File: src/rtl/method_call_driver_if.sv
// Request/busy/return handshake between the call driver (master) and the method under test (slave).
interface method_call_driver_if;
    logic method_req;
    logic method_busy;
    logic method_return;

    modport master (
        output method_req,
        input  method_busy,
        input  method_return
    );

    modport slave (
        input  method_req,
        output method_busy,
        output method_return
    );
endinterface

File: src/rtl/method_call_driver.sv
// Drives a generated method through a fixed number of calls after a start delay
// and reports pass/fail, the count of passing calls and the latency of the last call.
module method_call_driver #(
    parameter int unsigned START_DELAY = 100,
    parameter int unsigned ITERATIONS  = 1,
    parameter int unsigned ACK_WINDOW  = 4,
    parameter logic [31:0] TIMEOUT     = 32'd200000000
) (
    input  logic                 clk,
    input  logic                 reset,
    input  logic                 restart,
    method_call_driver_if.master bus,
    output logic                 done,
    output logic                 pass,
    output logic                 timeout,
    output logic [15:0]          pass_count,
    output logic [31:0]          last_cycles
);

    localparam logic [31:0] DELAY_C    = 32'(START_DELAY);
    localparam logic [15:0] ITER_C     = 16'(ITERATIONS);
    localparam logic [31:0] ACK_LAST_C = 32'(ACK_WINDOW - 1);

    typedef enum logic [2:0] {
        IDLE,
        REQ,
        WAIT_ACK,
        WAIT_DONE,
        CHECK,
        FINISH
    } state_t;

    state_t      state_q, state_d;
    logic [31:0] delay_q, delay_d;
    logic [31:0] latency_q, latency_d;
    logic [31:0] lastCycles_q, lastCycles_d;
    logic [15:0] iter_q, iter_d;
    logic [15:0] passCount_q, passCount_d;
    logic        ret_q, ret_d;
    logic        fail_q, fail_d;
    logic        timeout_q, timeout_d;
    logic [31:0] latencyInc;
    logic [15:0] iterInc;

    // Latency saturates rather than wrapping so a huge TIMEOUT never aliases.
    assign latencyInc = (latency_q == 32'hFFFF_FFFF) ? latency_q : latency_q + 32'd1;
    assign iterInc    = iter_q + 16'd1;

    always_ff @(posedge clk or negedge reset) begin
        if (!reset) begin
            state_q      <= IDLE;
            delay_q      <= '0;
            latency_q    <= '0;
            lastCycles_q <= '0;
            iter_q       <= '0;
            passCount_q  <= '0;
            ret_q        <= 1'b0;
            fail_q       <= 1'b0;
            timeout_q    <= 1'b0;
        end else begin
            state_q      <= state_d;
            delay_q      <= delay_d;
            latency_q    <= latency_d;
            lastCycles_q <= lastCycles_d;
            iter_q       <= iter_d;
            passCount_q  <= passCount_d;
            ret_q        <= ret_d;
            fail_q       <= fail_d;
            timeout_q    <= timeout_d;
        end
    end

    always_comb begin
        state_d      = state_q;
        delay_d      = delay_q;
        latency_d    = latency_q;
        lastCycles_d = lastCycles_q;
        iter_d       = iter_q;
        passCount_d  = passCount_q;
        ret_d        = ret_q;
        fail_d       = fail_q;
        timeout_d    = timeout_q;

        case (state_q)
            IDLE: begin
                if (delay_q == DELAY_C) begin
                    state_d = REQ;
                end else begin
                    delay_d = delay_q + 32'd1;
                end
            end
            REQ: begin
                latency_d = '0;
                state_d   = WAIT_ACK;
            end
            WAIT_ACK: begin
                latency_d = latencyInc;
                if (bus.method_busy) begin
                    state_d = WAIT_DONE;
                end else if (latency_q == ACK_LAST_C) begin
                    timeout_d = 1'b1;
                    state_d   = FINISH;
                end
            end
            WAIT_DONE: begin
                latency_d = latencyInc;
                if (!bus.method_busy) begin
                    ret_d   = bus.method_return;
                    state_d = CHECK;
                end else if (latencyInc >= TIMEOUT) begin
                    timeout_d = 1'b1;
                    state_d   = FINISH;
                end
            end
            CHECK: begin
                lastCycles_d = latency_q;
                if (ret_q) begin
                    passCount_d = passCount_q + 16'd1;
                end else begin
                    fail_d = 1'b1;
                end
                iter_d  = iterInc;
                state_d = (iterInc == ITER_C) ? FINISH : REQ;
            end
            FINISH: begin
                // A restart skips the start delay and goes straight to the next call.
                if (restart) begin
                    passCount_d = '0;
                    fail_d      = 1'b0;
                    timeout_d   = 1'b0;
                    iter_d      = '0;
                    state_d     = REQ;
                end
            end
            default: begin
                state_d = IDLE;
            end
        endcase
    end

    assign bus.method_req = (state_q == REQ);
    assign done           = (state_q == FINISH);
    assign pass           = done && !fail_q && !timeout_q && (passCount_q == ITER_C);
    assign timeout        = done && timeout_q;
    assign pass_count     = passCount_q;
    assign last_cycles    = lastCycles_q;

endmodule

File: src/flat_wrapper.sv
// flat-port wrapper written by rule: the top's interface ports become plain ports
module method_call_driver_flat 
#(
    parameter int unsigned START_DELAY = 100,
    parameter int unsigned ITERATIONS  = 1,
    parameter int unsigned ACK_WINDOW  = 4,
    parameter logic [31:0] TIMEOUT     = 32'd200000000
)
  (clk, reset, restart, done, pass, timeout, pass_count, last_cycles, bus_method_req, bus_method_busy, bus_method_return);
  method_call_driver_if bus_i ();
  input  logic clk;
  input  logic reset;
  input  logic restart;
  output logic done;
  output logic pass;
  output logic timeout;
  output logic [15:0] pass_count;
  output logic [31:0] last_cycles;
  output wire logic [$bits(bus_i.method_req)-1:0] bus_method_req;
  input wire logic [$bits(bus_i.method_busy)-1:0] bus_method_busy;
  input wire logic [$bits(bus_i.method_return)-1:0] bus_method_return;
  assign bus_method_req = bus_i.method_req;
  assign bus_i.method_busy = bus_method_busy;
  assign bus_i.method_return = bus_method_return;
  method_call_driver #(.START_DELAY(START_DELAY), .ITERATIONS(ITERATIONS), .ACK_WINDOW(ACK_WINDOW), .TIMEOUT(TIMEOUT)) u_core (.clk(clk), .reset(reset), .restart(restart), .bus(bus_i), .done(done), .pass(pass), .timeout(timeout), .pass_count(pass_count), .last_cycles(last_cycles));
endmodule
File: config.mk
export PLATFORM = sky130hd
export DESIGN_NAME = method_call_driver_flat
export DESIGN_NICKNAME = d
export VERILOG_FILES = /design/src/rtl/method_call_driver_if.sv /design/src/rtl/method_call_driver.sv /design/src/flat_wrapper.sv
export SDC_FILE = /design/constraint.sdc
export NUM_CORES = 1
export LEC_CHECK = 0
export CORE_UTILIZATION = 45
export DETAILED_ROUTE_END_ITERATION = 8
export GPL_ROUTABILITY_DRIVEN = 0
export PLACE_DENSITY_LB_ADDON = 0.3
export RECOVER_POWER = 100
export SLEW_MARGIN = 5
export SYNTH_ARGS = -nofsm -noshare
export SYNTH_HDL_FRONTEND = slang
export SYNTH_SLANG_ARGS = --single-unit
File: constraint.sdc
create_clock -name clk -period 7.44 [get_ports clk]
set_clock_uncertainty 0.1 [all_clocks]
set_input_delay 1.488 -clock clk [delete_from_list [all_inputs] [get_ports clk]]
set_output_delay 1.488 -clock clk [all_outputs]
set_load 0.02 [all_outputs]
## After elaboration in Yosys (flattened, before gate mapping)

Index checks and enable logic that the tools add are counted.

| operators by class | value |
|---|---|
| reductions and logical operators | 18 |
| magnitude comparators | 1 |
| eq/ne operators | 20 |
| $add $sub $neg | 4 |
| mux-type cells | 22 |
| bitwise gates (word level) | 2 |

Operators by type and width:

| cell | count |
|---|---|
| $add A32 B1 Y32 const B | 2 |
| $pmux W16 S2 | 2 |
| $pmux W32 S2 | 1 |
| $add A16 B1 Y16 const B | 2 |
| $eq A16 B1 Y1 const B | 2 |
| $eq A32 B2 Y1 const B | 1 |
| $eq A32 B32 Y1 const B | 1 |
| $eq A32 B7 Y1 const B | 1 |
| $ge A32 B28 Y1 const B | 1 |
| $mux W16 | 2 |
| $mux W32 | 1 |
| $mux W3 | 7 |
| $pmux W3 S6 | 1 |
| $ne A2 B1 Y1 const B | 4 |
| $ne A2 B2 Y1 const B | 4 |
| $eq A3 B2 Y1 const B | 2 |
| $eq A3 B3 Y1 const B | 2 |
| $mux W1 | 6 |
| $ne A3 B2 Y1 const B | 2 |
| $reduce_and A2 Y1 | 3 |
| $reduce_and A3 Y1 | 2 |
| $reduce_and A6 Y1 | 1 |
| $logic_and A1 B1 Y1 | 4 |
| $reduce_and A4 Y1 | 1 |
| 9 further kinds | 12 |

| storage, ports and cells | value |
|---|---|
| input bits | 5 |
| word-level logic and storage cells | 76 |
| register bits | 134 |

## Longest topological paths before layout

Gate-level depths: netlist (run 1).

| logic depth | value |
|---|---|
| depth in word-level cells | 6 |
| gate-level depth with buffers | 13 |

## Least setup slack after synthesis (run 1)

No wires, ideal clock.

| timing path | value |
|---|---|
| kind | register to output |
| from | register u_core.state_q[0] |
| to | output bus_method_req |
| buffers on the path | 3 |
| arrival | 1.523 ns |
| slack | 4.329 ns |
| data required time | 5.852 ns |
| stages on the path, launching flop included | 6 |
| path through | dfrtp_1 > clkbuf_1 > clkbuf_1 > or3b_2 > clkbuf_1 > inv_1 |

| on the way | value |
|---|---|
| longest elaborated chain between the ends | 1 |

RTL lines:

| element | line | RTL |
|---|---|---|
| from (decl) | method_call_driver.sv:33 | `state_t state_q, state_d;` |
| from (signal assigned) | method_call_driver.sv:61 | `state_q <= state_d;` |
| $eq A3 B1 Y1 | method_call_driver.sv:141 | `assign bus.method_req = (state_q == REQ);` |
| to (decl) | flat_wrapper.sv:19 | `output wire logic [$bits(bus_i.method_req)-1:0] bus_method_req;` |

Every way passes these cells.

==> out/results.tsv, run 1 <==
stage	metric	value	unit
synthesis	synth_area	0.00719	mm²
grt	grt_pass1_wl	28.1	mm
grt	antenna_found_initial	0	
floorplanning	boundaryPins	57	
timing	max_freq	0.244	GHz
floorplanning	die_w	128	µm
floorplanning	fp.dieH	128	µm
timing	final.setup.tns	0	ns
synthesis	yosysWarnings	0	
grt	grt_overflow	0	
critical_path	cp-start-kind	primary input	
critical_path	cp_slowest_stage_delay	1.82	ns
layout	fillers	1416	
critical_path	crit_buf_inv	2	
timing	rsz0062_at_grt	no	
critical_path	cp.arrival	3.99	ns
placement	place_area	0.00786	mm²
grt	grt_max_degree	90	
floorplanning	rows	45	
layout	nNetsFinal	869	
synthesis	synthTopCellsByArea	dfrtp_1 47%, nand2_1 8.9%, o21ai_0 4.9%	
route	postRouteAntennaNets	0	
timing	tightestPinTransition	2.48	ns
floorplanning	coreArea	0.0154	mm²
route	wl	16.7	mm
route	initialDrtViolationCount	471	
route	wl_per_cell	15.4	µm
synthesis	syn-num-nets	835	
synthesis	synth_seq_cells	134	
layout	area_delta_synth_final	16.3	%
flow_run	cap_violations	2	
placement	dp_hpwl	11.2	mm
run_status	status	finished with violations	
clocking	root_buffer	clkbuf_16	
synthesis	synth-edff-count	0	
synthesis	ys_seq_area_share	46.6	%
synthesis	synth_ff_type	dfrtp_1	
pwr	pwr_density_cell	279	mW/mm²
route	drc	0	
synthesis	synth_top_area_share	46.6	%
hold_path	hp-class	flip-flop to flip-flop	
clocking	cts_buffer_depth	2	
pwr	power	2.33	mW
synthesis	yosysUniqueCellTypes	66	
clocking	cts_buffers	17	
timing	finalCritPeriodShare	55.0	%
synthesis	synthCells	823	
synthesis	yosysMostFrequentCell	nand2_1	
route	dr.pass1.iters	5	
synthesis	synthArstFlopShare	100	%
layout	diodes	0	
clocking	cts_tree	built	
clocking	cts_resized	0	
layout	regArea	0.00335	mm²
timing	slew_headroom	-65.1	%
clocking	post_cts_buffers	0	
run_status	violations	max-capacitance violations, max-slew violations	
clocking	clk-insertion-delay-late	0.42	ns
timing	setup_viol	0	
layout	fin_cells	1080	
critical_path	cp_max_fo	89	
synthesis	synth_top_cell_by_area	dfrtp_1	
layout	multi_input_area	0.00351	mm²
critical_path	worstPathCellList	buf_6, clkbuf_1	
floorplanning	initial_utilization	46.6	%
timing	finalHoldViolations	0	
layout	drive_above_1_share	5.29	%
layout	stdcell_area	0.00837	mm²
placement	port_buffers	56	
pwr	ir_drop	0.000187	V
grt	grt.total_usage	21.5	%
floorplanning	dieArea	0.0165	mm²
route	via_count	6052	
critical_path	path_class	primary input to async pin	
clocking	htreeDepth	4	
placement	placedCellCount	1049	
route	vias_per_cell	5.60	
pwr	p_leak	3.87	nW
grt	grt_pass1_vias	5582	
critical_path	critical_path_required	7.34	ns
critical_path	crit_slowest_cell	clkbuf_1	
critical_path	end_kind	async pin	
synthesis	yosys-top-cells-count	171 x nand2_1, 134 x dfrtp_1, 70 x o21ai_0	
critical_path	critPathTopFamily	buffers and inverters	
clocking	clk_pin_slew	0.06	ns
clocking	cts_hold_buf	0	
timing	layout_min_cycle_time	4.09	ns
synthesis	avgSynthCellArea	8.74	µm²
clocking	clock-sinks	134	
timing	final-max-slew-violation-count	95	
-- final cells by class --
type	instances	share of cell area (%)
multi-input cells	631	42.0
flip-flops and latches	134	40.1
repair buffers	59	6.94
clock buffers	19	5.41
well taps	211	3.15
clock inverters	12	1.81
inverters	14	0.628
-- cell families (layout without fill, tap and decap cells) --
group | Yosys count | in the layout | share of synthesized area [%]
simple gates | 421 | 421 | 28.7
compound gates | 138 | 138 | 12.0
flops | 134 | 134 | 46.6
xor+xnor | 59 | 59 | 7.18
buf+inv | 58 | 104 | 3.48
fa+ha+maj | 7 | 7 | 1.22
mux | 6 | 6 | 0.870
-- power by group --
part,switching (mW),internal (mW)
registers,0.123,0.818
logic,0.338,0.198
clock network,0.315,0.542
total,0.777,1.56
-- cells in the final DEF (no fill, tap or decap), types with 3 or more instances in the layout --
cell type and instances:
and4_1 5, mux2i_1 4, nor2_1 65, or2_2 3, nand3_1 41, clkinv_2 4
a21o_1 4, dlygate4sd3_1 54, o21ai_0 70, xor2_1 28, clkbuf_16 17, dfrtp_1 134
and2_0 3, nor4_1 20, and3_1 30, nand2b_1 5, or3_1 7, bufinv_16 3
o31ai_1 7, nor2b_1 5, nand2_1 171, ha_1 7, nand4_1 32, inv_1 14
o22ai_1 3, a31oi_1 15, xnor2_1 31, o41ai_1 3, and2_1 3, nor3_1 17
o211ai_1 3, a21oi_1 15
-- metal layers --
metal / GRT usage, % / vias up / wire length [µm]
met5: 0 / - / 0
met4: 7.40 / 0 / 266
met1: 29.5 / 2923 / 7890
met3: 3.91 / 23 / 660
met2: 34.4 / 146 / 7850
li1: - / 2960 / -
-- sequential cells by signal (all words and copies together) (netlist names) --
register,cells
u_core.delay_q,32
u_core.last_cycles,32
u_core.latency_q,32
u_core.iter_q,16
u_core.pass_count,16
u_core.state_q,3
u_core.fail_q,1
u_core.ret_q,1
u_core.timeout_q,1
-- worst paths after layout --
kind	cells after the start	endpoint	slack, ns	from
min in group asynchronous	1	u_core.delay_q[24]$_DFFE_PN0P_	1.01	reset
worst min register to register	2	u_core.last_cycles[5]$_DFFE_PN0P_	0.37	u_core.last_cycles[5]$_DFFE_PN0P_
worst max register to register	10	u_core.state_q[1]$_DFFE_PN0P_	3.55	u_core.latency_q[0]$_DFFE_PN0P_
worst max-delay path	2	u_core.latency_q[15]$_DFFE_PN0P_	3.35	reset
worst min-delay path	2	u_core.last_cycles[5]$_DFFE_PN0P_	0.37	u_core.last_cycles[5]$_DFFE_PN0P_
max in group clk	3	bus_method_req	3.44	u_core.state_q[0]$_DFFE_PN0P_
-- stage by stage --
| stage | hold WS (ns) | worst slack, ns | utilization [%] |
|---|---|---|---|
| floorplan | 0.343 | 4.33 | - |
| global placement | 0.356 | 3.57 | 50.9 |
| detailed placement | 0.362 | 3.48 | 50.9 |
| CTS | 0.377 | 3.50 | 54.8 |
| global route | 0.391 | 2.69 | 54.2 |
| finish | 0.366 | 3.35 | 54.2 |
(Power assumes the default switching activity.)
==> run 2, diff against run 1 <==
clock period = 3.57 ns   (was 7.44 ns; I/O delays follow)
==> out/results.tsv, run 2 (same netlist as run 1, synthesis figures left out) <==
stage	metric	value	unit
critical_path	cp.arrival	3.50	ns
critical_path	r2r-end	u_core.state_q[2]$_DFFE_PN0P_	
placement	dp_hpwl	11.6	mm
timing	tightestPinTransition	1.92	ns
grt	grt.total_usage	22.2	%
run_status	violations	max-capacitance violations, max-slew violations	
floorplanning	initial_utilization	46.6	%
critical_path	end_kind	flip-flop	
floorplanning	coreArea	0.0154	mm²
critical_path	cp-start-kind	flip-flop	
clocking	root_buffer	clkbuf_16	
timing	finalHoldViolations	0	
route	wl_per_cell	15.8	µm
clocking	cts_resized	0	
floorplanning	fp.dieH	128	µm
timing	rsz0062_at_grt	no	
floorplanning	dieArea	0.0165	mm²
hold_path	hp-class	flip-flop to flip-flop	
grt	grt_max_degree	80	
flow_run	cap_violations	2	
layout	final_util	54.9	%
timing	setup_viol	0	
floorplanning	die_w	128	µm
timing	final-max-slew-violation-count	128	
clocking	post_cts_buffers	0	
hold_path	hold_depth	2	
layout	area_delta_synth_final	17.8	%
grt	antenna_found_initial	0	
pwr	power	5.00	mW
floorplanning	boundaryPins	57	
route	postRouteAntennaNets	0	
clocking	cts_buffers	17	
layout	layout_commonest_cell	nand2_1	
pwr	p_leak	3.91	nW
route	initialDrtViolationCount	479	
pwr	ir_drop	0.000364	V
layout	layout_common_cells	171 x nand2_1, 134 x dfrtp_1, 70 x o21ai_0	
timing	max_freq	0.302	GHz
grt	grt_pass1_wl	28.9	mm
critical_path	cp_max_fo	11	
layout	fillers	1456	
route	via_count	6102	
grt	grt_pass1_vias	5590	
critical_path	rr_worst_depth	11	
layout	nNetsFinal	879	
run_status	status	finished with violations	
critical_path	critical_path_required	3.76	ns
placement	port_buffers	56	
critical_path	r2r_setup_slack	0.26	ns
route	dr.pass1.iters	5	
timing	finalWorstSetupSlack	0.261	ns
clocking	cts_tree	built	
route	drc	0	
floorplanning	rows	45	
timing	final.setup.tns	0	ns
grt	grt_overflow	0	
placement	place_ws	0.501	ns
layout	drive_above_1_share	6.36	%
clocking	cts_hold_buf	0	
clocking	clk-insertion-delay-late	0.42	ns
hold_path	hold_start	u_core.last_cycles[31]$_DFFE_PN0P_	
pwr	pwr_density_cell	590	mW/mm²
route	vias_per_cell	5.59	
critical_path	timing.rr.start	u_core.latency_q[0]$_DFFE_PN0P_	
critical_path	path_class	flip-flop to flip-flop	
clocking	cts_buffer_depth	2	
hold_path	holdPathEnd	u_core.last_cycles[31]$_DFFE_PN0P_	
clocking	clock-sinks	134	
clocking	clk_pin_slew	0.06	ns
timing	slew_headroom	-27.8	%
layout	diodes	0	
route	wl	17.2	mm
timing	finalCritPeriodShare	92.7	%
timing	layout_min_cycle_time	3.31	ns
clocking	htreeDepth	4	
[run 2: cell count changes in the layout (fill, tap and decap cells not counted), sizes merged]
| cell | delta |
|---|---|
| clkbuf | +7 |
| buf | +5 |
| clkinv | -4 |
| clkdlybuf4s50 | +2 |
| clkinvlp | +2 |
| dlygate4sd3 | -2 |
| bufinv | +1 |
[run 2: layout make-up]
cell class                 instances  area, µm²  area share (%)
multi-input combinational        631       3530            41.7
sequential                       134       3350            39.6
timing repair buffer              69        638            7.53
clock buffer                      21        460            5.43
tap                              211        264            3.12
clock inverter                    11        173            2.04
inverter                          14       52.6           0.620
[run 2: routing by layer]
layer	global-route usage, %	wire, µm	vias up
li1	-	-	2978
met1	30.4	8110	2970
met2	35.6	8250	135
met3	4.28	679	19
met4	6.99	208	0
met5	0	0	-
[run 2: worst max-delay path by stage]
stage                               startpoint                             to  cells after the start
2_1_floorplan  u_core.latency_q[0]$_DFFE_PN0P_   u_core.timeout_q$_DFFE_PN0P_                     11
3_3_place_gp   u_core.latency_q[0]$_DFFE_PN0P_  u_core.state_q[1]$_DFFE_PN0P_                     10
3_5_place_dp   u_core.latency_q[0]$_DFFE_PN0P_  u_core.state_q[2]$_DFFE_PN0P_                     10
4_1_cts          u_core.state_q[0]$_DFFE_PN0P_                 bus_method_req                      4
5_1_grt        u_core.latency_q[0]$_DFFE_PN0P_  u_core.state_q[2]$_DFFE_PN0P_                     10
6_report       u_core.latency_q[0]$_DFFE_PN0P_  u_core.state_q[2]$_DFFE_PN0P_                     11
[run 2: per-stage QoR]
| step | instance area, µm² | instances | hold slack, ns |
|---|---|---|---|
| after CTS | 8580 | 1091 | 0.256 |
| after detailed placement | 7940 | 1059 | 0.361 |
| after global placement | 7940 | 1059 | 0.357 |
| after floorplan | 7190 | 823 | 0.318 |
| final | 8470 | 1091 | 0.364 |
| after global routing | 8470 | 1091 | 0.378 |
[run 2: where the power goes]
part	internal, mW	total (mW)	leakage, nW	switching [mW]
clock network	1.21	1.87	0.296	0.663
logic	0.437	1.17	1.78	0.738
registers	1.70	1.95	1.83	0.247
[run 2: critical path, stage by stage, from the launching register on]
cell      delay (ns)
dfrtp_1         0.43
ha_1            0.32
and2_2          0.23
and4_1          0.28
nand4_1         0.21
clkbuf_1        0.44
a21oi_1         0.17
or2_2           0.32
a211oi_2        0.22
o221ai_2        0.17
a21oi_2         0.21
a211oi_2        0.09
